--- src/rtl/layers_sched_if.sv ---
// Image path between the image buffer, the scheduler and the layers datapath.
//
// Handshake: a beat moves across a link in every cycle where its valid and
// ready are both 1 on the rising clock edge. Valid does not depend on ready;
// the scheduler passes both directions through combinationally, so one
// handshake on the image side is exactly one handshake on the source side.
//
// Signals
//   src_bus    image words from the buffer (GROUP_NB words of IMG_WIDTH bits)
//   src_val    buffer beat valid
//   src_rdy    buffer beat accepted
//   image_bus  image words towards layers
//   image_last last beat of the current pass
//   image_val  beat valid towards layers
//   image_rdy  layers ready
//
// Modports
//   master  scheduler side
//   slave   buffer/layers side (environment)
interface layers_sched_if #(
    parameter int GROUP_NB  = 4,
    parameter int IMG_WIDTH = 16
);
    logic [GROUP_NB*IMG_WIDTH-1:0] src_bus;
    logic                          src_val;
    logic                          src_rdy;
    logic [GROUP_NB*IMG_WIDTH-1:0] image_bus;
    logic                          image_last;
    logic                          image_val;
    logic                          image_rdy;

    modport master (
        input  src_bus, src_val, image_rdy,
        output src_rdy, image_bus, image_last, image_val
    );

    modport slave (
        output src_bus, src_val, image_rdy,
        input  src_rdy, image_bus, image_last, image_val
    );
endinterface

--- src/rtl/layers_sched.sv ---
// Run-level scheduler in front of the layers datapath.
// Gates the image stream into layers, marks the last beat of every pass,
// drives the kernel/bias buffer read address, and tracks passes issued and
// results returned to report busy/done for one convolution run.
//
// Optional feature macro: SCHED_TIMEOUT_EN
//   defined   - DRAIN watchdog; expiry ends the run with error=1
//   undefined - no watchdog, error is tied to 0, DRAIN waits for results
//
// Ports
//   clk, rst              clock, synchronous active-high reset
//   cfg_data/addr/valid   config bus into the shadow registers
//   start                 begin a run (pulse, ignored while busy)
//   busy, done, error     run status; done is a one-cycle pulse
//   strm                  image path (layers_sched_if master)
//   ker_addr              kernel/bias buffer read address
//   result_val/rdy        monitored result handshake from layers
//   dbg_state             current FSM state (one-hot)
module layers_sched #(
    parameter int CFG_DWIDTH = 32,
    parameter int CFG_AWIDTH = 5,
    parameter int GROUP_NB   = 4,
    parameter int IMG_WIDTH  = 16,
    parameter int KER_AWIDTH = 10,
    parameter int CNT_WIDTH  = 16,
    parameter int TO_WIDTH   = 12,
    parameter logic [CFG_AWIDTH-1:0] CFG_SCHED_BEATS  = 'd0,
    parameter logic [CFG_AWIDTH-1:0] CFG_SCHED_PASSES = 'd1
) (
    input  logic                  clk,
    input  logic                  rst,
    input  logic [CFG_DWIDTH-1:0] cfg_data,
    input  logic [CFG_AWIDTH-1:0] cfg_addr,
    input  logic                  cfg_valid,
    input  logic                  start,
    output logic                  busy,
    output logic                  done,
    output logic                  error,
    layers_sched_if.master        strm,
    output logic [KER_AWIDTH-1:0] ker_addr,
    input  logic                  result_val,
    input  logic                  result_rdy,
    output logic [3:0]            dbg_state
);

    typedef enum logic [3:0] {
        IDLE  = 4'b0001,
        RUN   = 4'b0010,
        DRAIN = 4'b0100,
        DONE  = 4'b1000
    } state_t;

    localparam logic [CNT_WIDTH-1:0] CNT_ONE = {{(CNT_WIDTH-1){1'b0}}, 1'b1};

    state_t state_q, state_d;

    // Shadow config (written any time) and active config (frozen per run).
    logic [CNT_WIDTH-1:0] sh_beat_nb, sh_res_nb, sh_pass_nb;
    logic [CNT_WIDTH-1:0] beat_nb, res_nb, pass_nb;

    logic [CNT_WIDTH-1:0] beat_cnt, pass_cnt, res_cnt, res_cnt_nxt;
    logic [CNT_WIDTH-1:0] beat_last_idx;

    logic run, launch, beat_acc, is_last, pass_end, res_hs, res_met, wd_expire;

    assign run    = (state_q == RUN);
    assign busy   = (state_q == RUN) || (state_q == DRAIN);
    assign done   = (state_q == DONE);
    assign launch = (state_q == IDLE) && start;

    assign dbg_state = state_q;

    // Zero-latency pass-through, only open while a run is issuing beats.
    assign strm.image_bus = strm.src_bus;
    assign strm.image_val = strm.src_val & run;
    assign strm.src_rdy   = strm.image_rdy & run;

    assign beat_acc = strm.image_val & strm.image_rdy;

    // beat_nb==0 behaves like 1, so every beat closes a pass.
    assign beat_last_idx   = (beat_nb == '0) ? '0 : beat_nb - CNT_ONE;
    assign is_last         = (beat_cnt == beat_last_idx);
    assign strm.image_last = run & is_last;
    assign ker_addr        = beat_cnt[KER_AWIDTH-1:0];

    assign pass_end = beat_acc & is_last & (pass_cnt == pass_nb - CNT_ONE);

    // Results are counted in every busy state, including the RUN->DRAIN cycle.
    // Looking at the count including this cycle's handshake lets done follow
    // the final result by one cycle.
    assign res_hs      = result_val & result_rdy & busy;
    assign res_cnt_nxt = res_hs ? res_cnt + CNT_ONE : res_cnt;
    assign res_met     = (res_cnt_nxt >= res_nb);

`ifdef SCHED_TIMEOUT_EN
    localparam logic [TO_WIDTH-1:0] WD_LAST = {{(TO_WIDTH-1){1'b1}}, 1'b0};

    logic [TO_WIDTH-1:0] wd_cnt;
    logic                error_q;

    // Expires on the DRAIN cycle that would bring the count to all-ones.
    assign wd_expire = (state_q == DRAIN) && !res_hs && !res_met && (wd_cnt == WD_LAST);
    assign error     = error_q;

    always_ff @(posedge clk) begin
        if (rst) begin
            wd_cnt  <= '0;
            error_q <= 1'b0;
        end else if (launch) begin
            wd_cnt  <= '0;
            error_q <= 1'b0;
        end else if (state_q == DRAIN) begin
            wd_cnt <= res_hs ? '0 : wd_cnt + 1'b1;
            if (wd_expire) begin
                error_q <= 1'b1;
            end
        end
    end
`else
    assign wd_expire = 1'b0;
    assign error     = 1'b0;
`endif

    always_ff @(posedge clk) begin
        if (rst) begin
            state_q <= IDLE;
        end else begin
            state_q <= state_d;
        end
    end

    always_comb begin
        state_d = state_q;
        unique case (state_q)
            IDLE: begin
                if (start) begin
                    state_d = (sh_pass_nb == '0) ? DONE : RUN;
                end
            end
            RUN: begin
                if (pass_end) begin
                    state_d = DRAIN;
                end
            end
            DRAIN: begin
                if (res_met || wd_expire) begin
                    state_d = DONE;
                end
            end
            DONE: begin
                state_d = IDLE;
            end
            default: begin
                state_d = IDLE;
            end
        endcase
    end

    // Config shadow registers: a write never disturbs an in-flight run.
    always_ff @(posedge clk) begin
        if (rst) begin
            sh_beat_nb <= '0;
            sh_res_nb  <= '0;
            sh_pass_nb <= '0;
        end else if (cfg_valid) begin
            if (cfg_addr == CFG_SCHED_BEATS) begin
                sh_beat_nb <= cfg_data[CNT_WIDTH-1:0];
                sh_res_nb  <= cfg_data[16 +: CNT_WIDTH];
            end
            if (cfg_addr == CFG_SCHED_PASSES) begin
                sh_pass_nb <= cfg_data[CNT_WIDTH-1:0];
            end
        end
    end

    always_ff @(posedge clk) begin
        if (rst) begin
            beat_nb  <= '0;
            res_nb   <= '0;
            pass_nb  <= '0;
            beat_cnt <= '0;
            pass_cnt <= '0;
            res_cnt  <= '0;
        end else if (launch) begin
            beat_nb  <= sh_beat_nb;
            res_nb   <= sh_res_nb;
            pass_nb  <= sh_pass_nb;
            beat_cnt <= '0;
            pass_cnt <= '0;
            res_cnt  <= '0;
        end else begin
            if (beat_acc) begin
                if (is_last) begin
                    beat_cnt <= '0;
                    pass_cnt <= pass_cnt + CNT_ONE;
                end else begin
                    beat_cnt <= beat_cnt + CNT_ONE;
                end
            end
            res_cnt <= res_cnt_nxt;
        end
    end

endmodule

--- src/flat_wrapper.sv ---
// flat-port wrapper written by rule: the top's interface ports become plain ports
module layers_sched_flat 
#(
    parameter int CFG_DWIDTH = 32,
    parameter int CFG_AWIDTH = 5,
    parameter int GROUP_NB   = 4,
    parameter int IMG_WIDTH  = 16,
    parameter int KER_AWIDTH = 10,
    parameter int CNT_WIDTH  = 16,
    parameter int TO_WIDTH   = 12,
    parameter logic [CFG_AWIDTH-1:0] CFG_SCHED_BEATS  = 'd0,
    parameter logic [CFG_AWIDTH-1:0] CFG_SCHED_PASSES = 'd1
)
  (clk, rst, cfg_data, cfg_addr, cfg_valid, start, busy, done, error, ker_addr, result_val, result_rdy, dbg_state, strm_src_bus, strm_src_val, strm_image_rdy, strm_src_rdy, strm_image_bus, strm_image_last, strm_image_val);
  layers_sched_if #(.GROUP_NB(GROUP_NB), .IMG_WIDTH(IMG_WIDTH)) strm_i ();
  input  logic clk;
  input  logic rst;
  input  logic [CFG_DWIDTH-1:0] cfg_data;
  input  logic [CFG_AWIDTH-1:0] cfg_addr;
  input  logic cfg_valid;
  input  logic start;
  output logic busy;
  output logic done;
  output logic error;
  output logic [KER_AWIDTH-1:0] ker_addr;
  input  logic result_val;
  input  logic result_rdy;
  output logic [3:0] dbg_state;
  input wire logic [$bits(strm_i.src_bus)-1:0] strm_src_bus;
  input wire logic [$bits(strm_i.src_val)-1:0] strm_src_val;
  input wire logic [$bits(strm_i.image_rdy)-1:0] strm_image_rdy;
  output wire logic [$bits(strm_i.src_rdy)-1:0] strm_src_rdy;
  output wire logic [$bits(strm_i.image_bus)-1:0] strm_image_bus;
  output wire logic [$bits(strm_i.image_last)-1:0] strm_image_last;
  output wire logic [$bits(strm_i.image_val)-1:0] strm_image_val;
  assign strm_i.src_bus = strm_src_bus;
  assign strm_i.src_val = strm_src_val;
  assign strm_i.image_rdy = strm_image_rdy;
  assign strm_src_rdy = strm_i.src_rdy;
  assign strm_image_bus = strm_i.image_bus;
  assign strm_image_last = strm_i.image_last;
  assign strm_image_val = strm_i.image_val;
  layers_sched #(.CFG_DWIDTH(CFG_DWIDTH), .CFG_AWIDTH(CFG_AWIDTH), .GROUP_NB(GROUP_NB), .IMG_WIDTH(IMG_WIDTH), .KER_AWIDTH(KER_AWIDTH), .CNT_WIDTH(CNT_WIDTH), .TO_WIDTH(TO_WIDTH), .CFG_SCHED_BEATS(CFG_SCHED_BEATS), .CFG_SCHED_PASSES(CFG_SCHED_PASSES)) u_core (.clk(clk), .rst(rst), .cfg_data(cfg_data), .cfg_addr(cfg_addr), .cfg_valid(cfg_valid), .start(start), .busy(busy), .done(done), .error(error), .strm(strm_i), .ker_addr(ker_addr), .result_val(result_val), .result_rdy(result_rdy), .dbg_state(dbg_state));
endmodule
--- config.mk ---
export PLATFORM = sky130hd
export DESIGN_NAME = layers_sched_flat
export DESIGN_NICKNAME = d
export VERILOG_FILES = /design/src/rtl/layers_sched_if.sv /design/src/rtl/layers_sched.sv /design/src/flat_wrapper.sv
export SDC_FILE = /design/constraint.sdc
export NUM_CORES = 1
export LEC_CHECK = 0
export CORE_MARGIN = 1.5
export CORE_UTILIZATION = 51
export CTS_BUF_LIST = sky130_fd_sc_hd__clkbuf_4 sky130_fd_sc_hd__clkbuf_8
export DETAILED_ROUTE_END_ITERATION = 10
export PLACE_DENSITY = 0.78
export SYNTH_ARGS = -nofsm -noshare
export SYNTH_HDL_FRONTEND = slang
export SYNTH_SLANG_ARGS = --single-unit
--- constraint.sdc ---
create_clock -name clk -period 4.15 [get_ports clk]
set_input_delay 0.415 -clock clk [delete_from_list [all_inputs] [get_ports clk]]
set_output_delay 0.415 -clock clk [all_outputs]
set_load 0.03 [all_outputs]
==> flow_summary.json <==
{
  "fin_crit_ns": 3.902,
  "r2r_end": "u_core.beat_cnt[11]",
  "root_buffer": "clkbuf_8",
  "final_core_util": 0.5596,
  "fmax_ghz": 0.2563,
  "whs_ns": 0.4216,
  "drc": 0,
  "multiInputGateArea_sq_um": 4484,
  "required_ns": 3.73,
  "worstSetupPathType": "reg2out",
  "crit-reg2reg-launch": "u_core.beat_nb[1]",
  "synth_nets": 1196,
  "fin_crit_sh": 0.9402,
  "synth-seq-cells": 148,
  "io_buffers": 63,
  "io_pins": 193,
  "rrSetupSlack_ns": 0.54,
  "clock_latency_ns": 0.46,
  "ant_nets": 0,
  "grt_antenna_before_repair": 0,
  "layout_commonest_cell": "nand2_1",
  "drt_wl_total_mm": 18.47,
  "grt_use_total": 0.2176,
  "grt_overflow": 0,
  "crit_buf_inv": 3,
  "yosys_warnings": 0,
  "fin_cells": 1251,
  "cp_max_fo": 9,
  "total_power_mw": 2.767,
  "yosys.area.top_type": "dfxtp_1",
  "setup_viol": 0,
  "cts_made_buffers": 17,
  "vias": 6957,
  "critPathSlowestCell": "or4b_1",
  "power_density_nw_per_um2": 310.1,
  "critPathMaxStageDelay_ns": 0.54,
  "cts.clk_slew.worst_paths_ns": 0.08,
  "arrival_ns": 3.49,
  "fill_cells": 1468,
  "worstRegToRegCells": 11,
  "synth_edf_count": 0,
  "nNetsFinal": 1152,
  "min_path_cells": 2,
  "rsz0062_at_grt": "false",
  "status": "finished, final reports clean",
  "maxSlewViolCount": 0,
  "whs_endpoint": "u_core.res_nb[9]",
  "dieArea_sq_um": 17190,
  "initial_core_util": 0.5250,
  "final_cell_mix": "195 x nand2_1, 147 x dfxtp_1, 90 x a21oi_1",
  "syn2layout_area_growth_pct": 6.608,
  "crit_top_cell": "buf_4",
  "crit_family": "simple AND/OR/NAND/NOR gates",
  "dr.pass1.iters": 5,
  "cts_tree": "built",
  "synth.top_cell.area_share": 0.3540,
  "async_flop_share": 0,
  "dpl.hpwl_mm": 13.12,
  "synth.avg_cell_area_sq_um": 7.851,
  "wire_per_inst_um": 14.77,
  "grt_pass1_vias": 6279,
  "cts_hold_buffers": 0,
  "worst_slew_pin_slew_ns": 1.108,
  "synth_seq_area_share": 0.3540,
  "die_x_um": 131.1,
  "clock_path_buffers": 2,
  "ys_types": 68,
  "rows": 46,
  "syn-instance-count": 1066,
  "grt_max_degree": 69,
  "start_kind": "flop",
  "finalHoldViolCount": 0,
  "dp.cells": 1219,
  "grt_pass1_wl_mm": 30.82,
  "drv_cap": 0,
  "tns_ns": 0,
  "min_from": "rst",
  "power_leakage_nw": 3.306,
  "synth.area.top_cells": "dfxtp_1 35%, nand2_1 8.7%, buf_4 6.9%, a21oi_1 5.4%, mux2i_1 3.7%",
  "cp-end-kind": "output port",
  "syn_area_sq_um": 8369,
  "core_area_sq_um": 15940,
  "min_path_type": "in2reg",
  "post_cts_buffers": 0,
  "clock_skew_ns": 0.01536,
  "path_cells": "inv_1 > ha_2 > nor3b_1 > buf_4 > and4b_1 > and2_2 > or4b_1 > o221ai_1 > nand4b_1 > or3_1 > nor2_1 > buf_4",
  "dominantRegCellSynth": "dfxtp_1",
  "antenna_cells": 0,
  "drt-initial-drc-count": 561,
  "via_per_inst": 5.561,
  "globalplace.congestion": 0.9112,
  "fp.dieH_um": 131.1,
  "cts_max_level": 4,
  "slew_headroom": 0.2589,
  "final_layout_size_suffix_gt1_frac": 0.06473,
  "vdd_drop_max_mv": 0.1976,
  "critPathLaunch": "u_core.beat_nb[1]",
  "cts.sinks": 148,
  "ff_latch_area_sq_um": 2964
}
cell families after synthesis:
kind of cell,after synthesis,share of synthesized area
and+or+nand+nor,476,0.2812
buffers and inverters,169,0.1124
AOI/OAI and AO/OA,154,0.1141
DFF,148,0.3540
xor gates and xnor gates,65,0.06802
muxes,32,0.03842
adders and majority gates,21,0.03139
other,1,0.0004481
synth_stat cells, drive strengths merged, types with 12 or more instances:
cell type / count
nor2: 66
clkbuf: 50
inv: 32
nor3: 28
xnor2: 35
and2: 26
nand4: 27
o21ai: 17
xor2: 30
ha: 21
nand3: 32
nand2: 196
dfxtp: 148
or3: 20
a21oi: 91
nor4: 22
and3: 12
buf: 87
mux2i: 31
metrics by stage:
step / setup WS [ns] / area, sq um
2_1_floorplan: 0.4652 / 8369
3_3_place_gp: 0.5921 / 8531
3_5_place_dp: 0.4517 / 8531
4_1_cts: 0.05040 / 8906
5_1_grt: 0.02245 / 8922
6_report: 0.2482 / 8922
routing by layer:
| metal | share of wire | wire [um] | GRT usage |
|---|---|---|---|
| met1 | 0.48 | 8837 | 0.2975 |
| met2 | 0.45 | 8233 | 0.3410 |
| met3 | 0.058 | 1064 | 0.04090 |
| met4 | 0.018 | 337 | 0.08177 |
| met5 | 0 | 0 | 0 |
where the power goes:
group / internal [mW] / leakage (nW) / switching, mW
Combinational: 0.0943 / 1.93 / 0.165
Sequential: 1.43 / 1.19 / 0.0103
Clock: 0.495 / 0.186 / 0.575
timing repair:
item,CTS,global route
gates resized for setup,0,4
endpoints found under the setup margin,0,1
endpoints found under the hold margin,0,0
sequential cells by signal (all words and copies together) (netlist names):
| signal | count |
|---|---|
| u_core.dbg_state | 4 |
| u_core.beat_nb | 16 |
| u_core.sh_res_nb | 16 |
| u_core.sh_beat_nb | 16 |
| u_core.pass_nb | 16 |
| u_core.sh_pass_nb | 16 |
| u_core.beat_cnt | 16 |
| u_core.res_cnt | 16 |
| u_core.res_nb | 16 |
| u_core.pass_cnt | 16 |
layout make-up:
class                   count  share of cell area
inverters                  32             0.01346
multi-input cells         749              0.5026
flip-flops and latches    148              0.3322
clock buffers              19             0.02791
clock inverters            13             0.01416
well taps                 216             0.03029
repair buffers             74             0.07937
worst max-delay path by stage:
stage          depth (start not counted)             endpoint  slack (ns)
3_3_place_gp                          11   u_core.beat_cnt[8]        0.59
2_1_floorplan                         13      strm_image_last        0.47
6_report                              12      strm_image_last        0.25
4_1_cts                               11      strm_image_last        0.05
3_5_place_dp                          11  u_core.beat_cnt[11]        0.45
5_1_grt                               12      strm_image_last        0.02
Note: power is estimated with default switching activity, not from simulation.
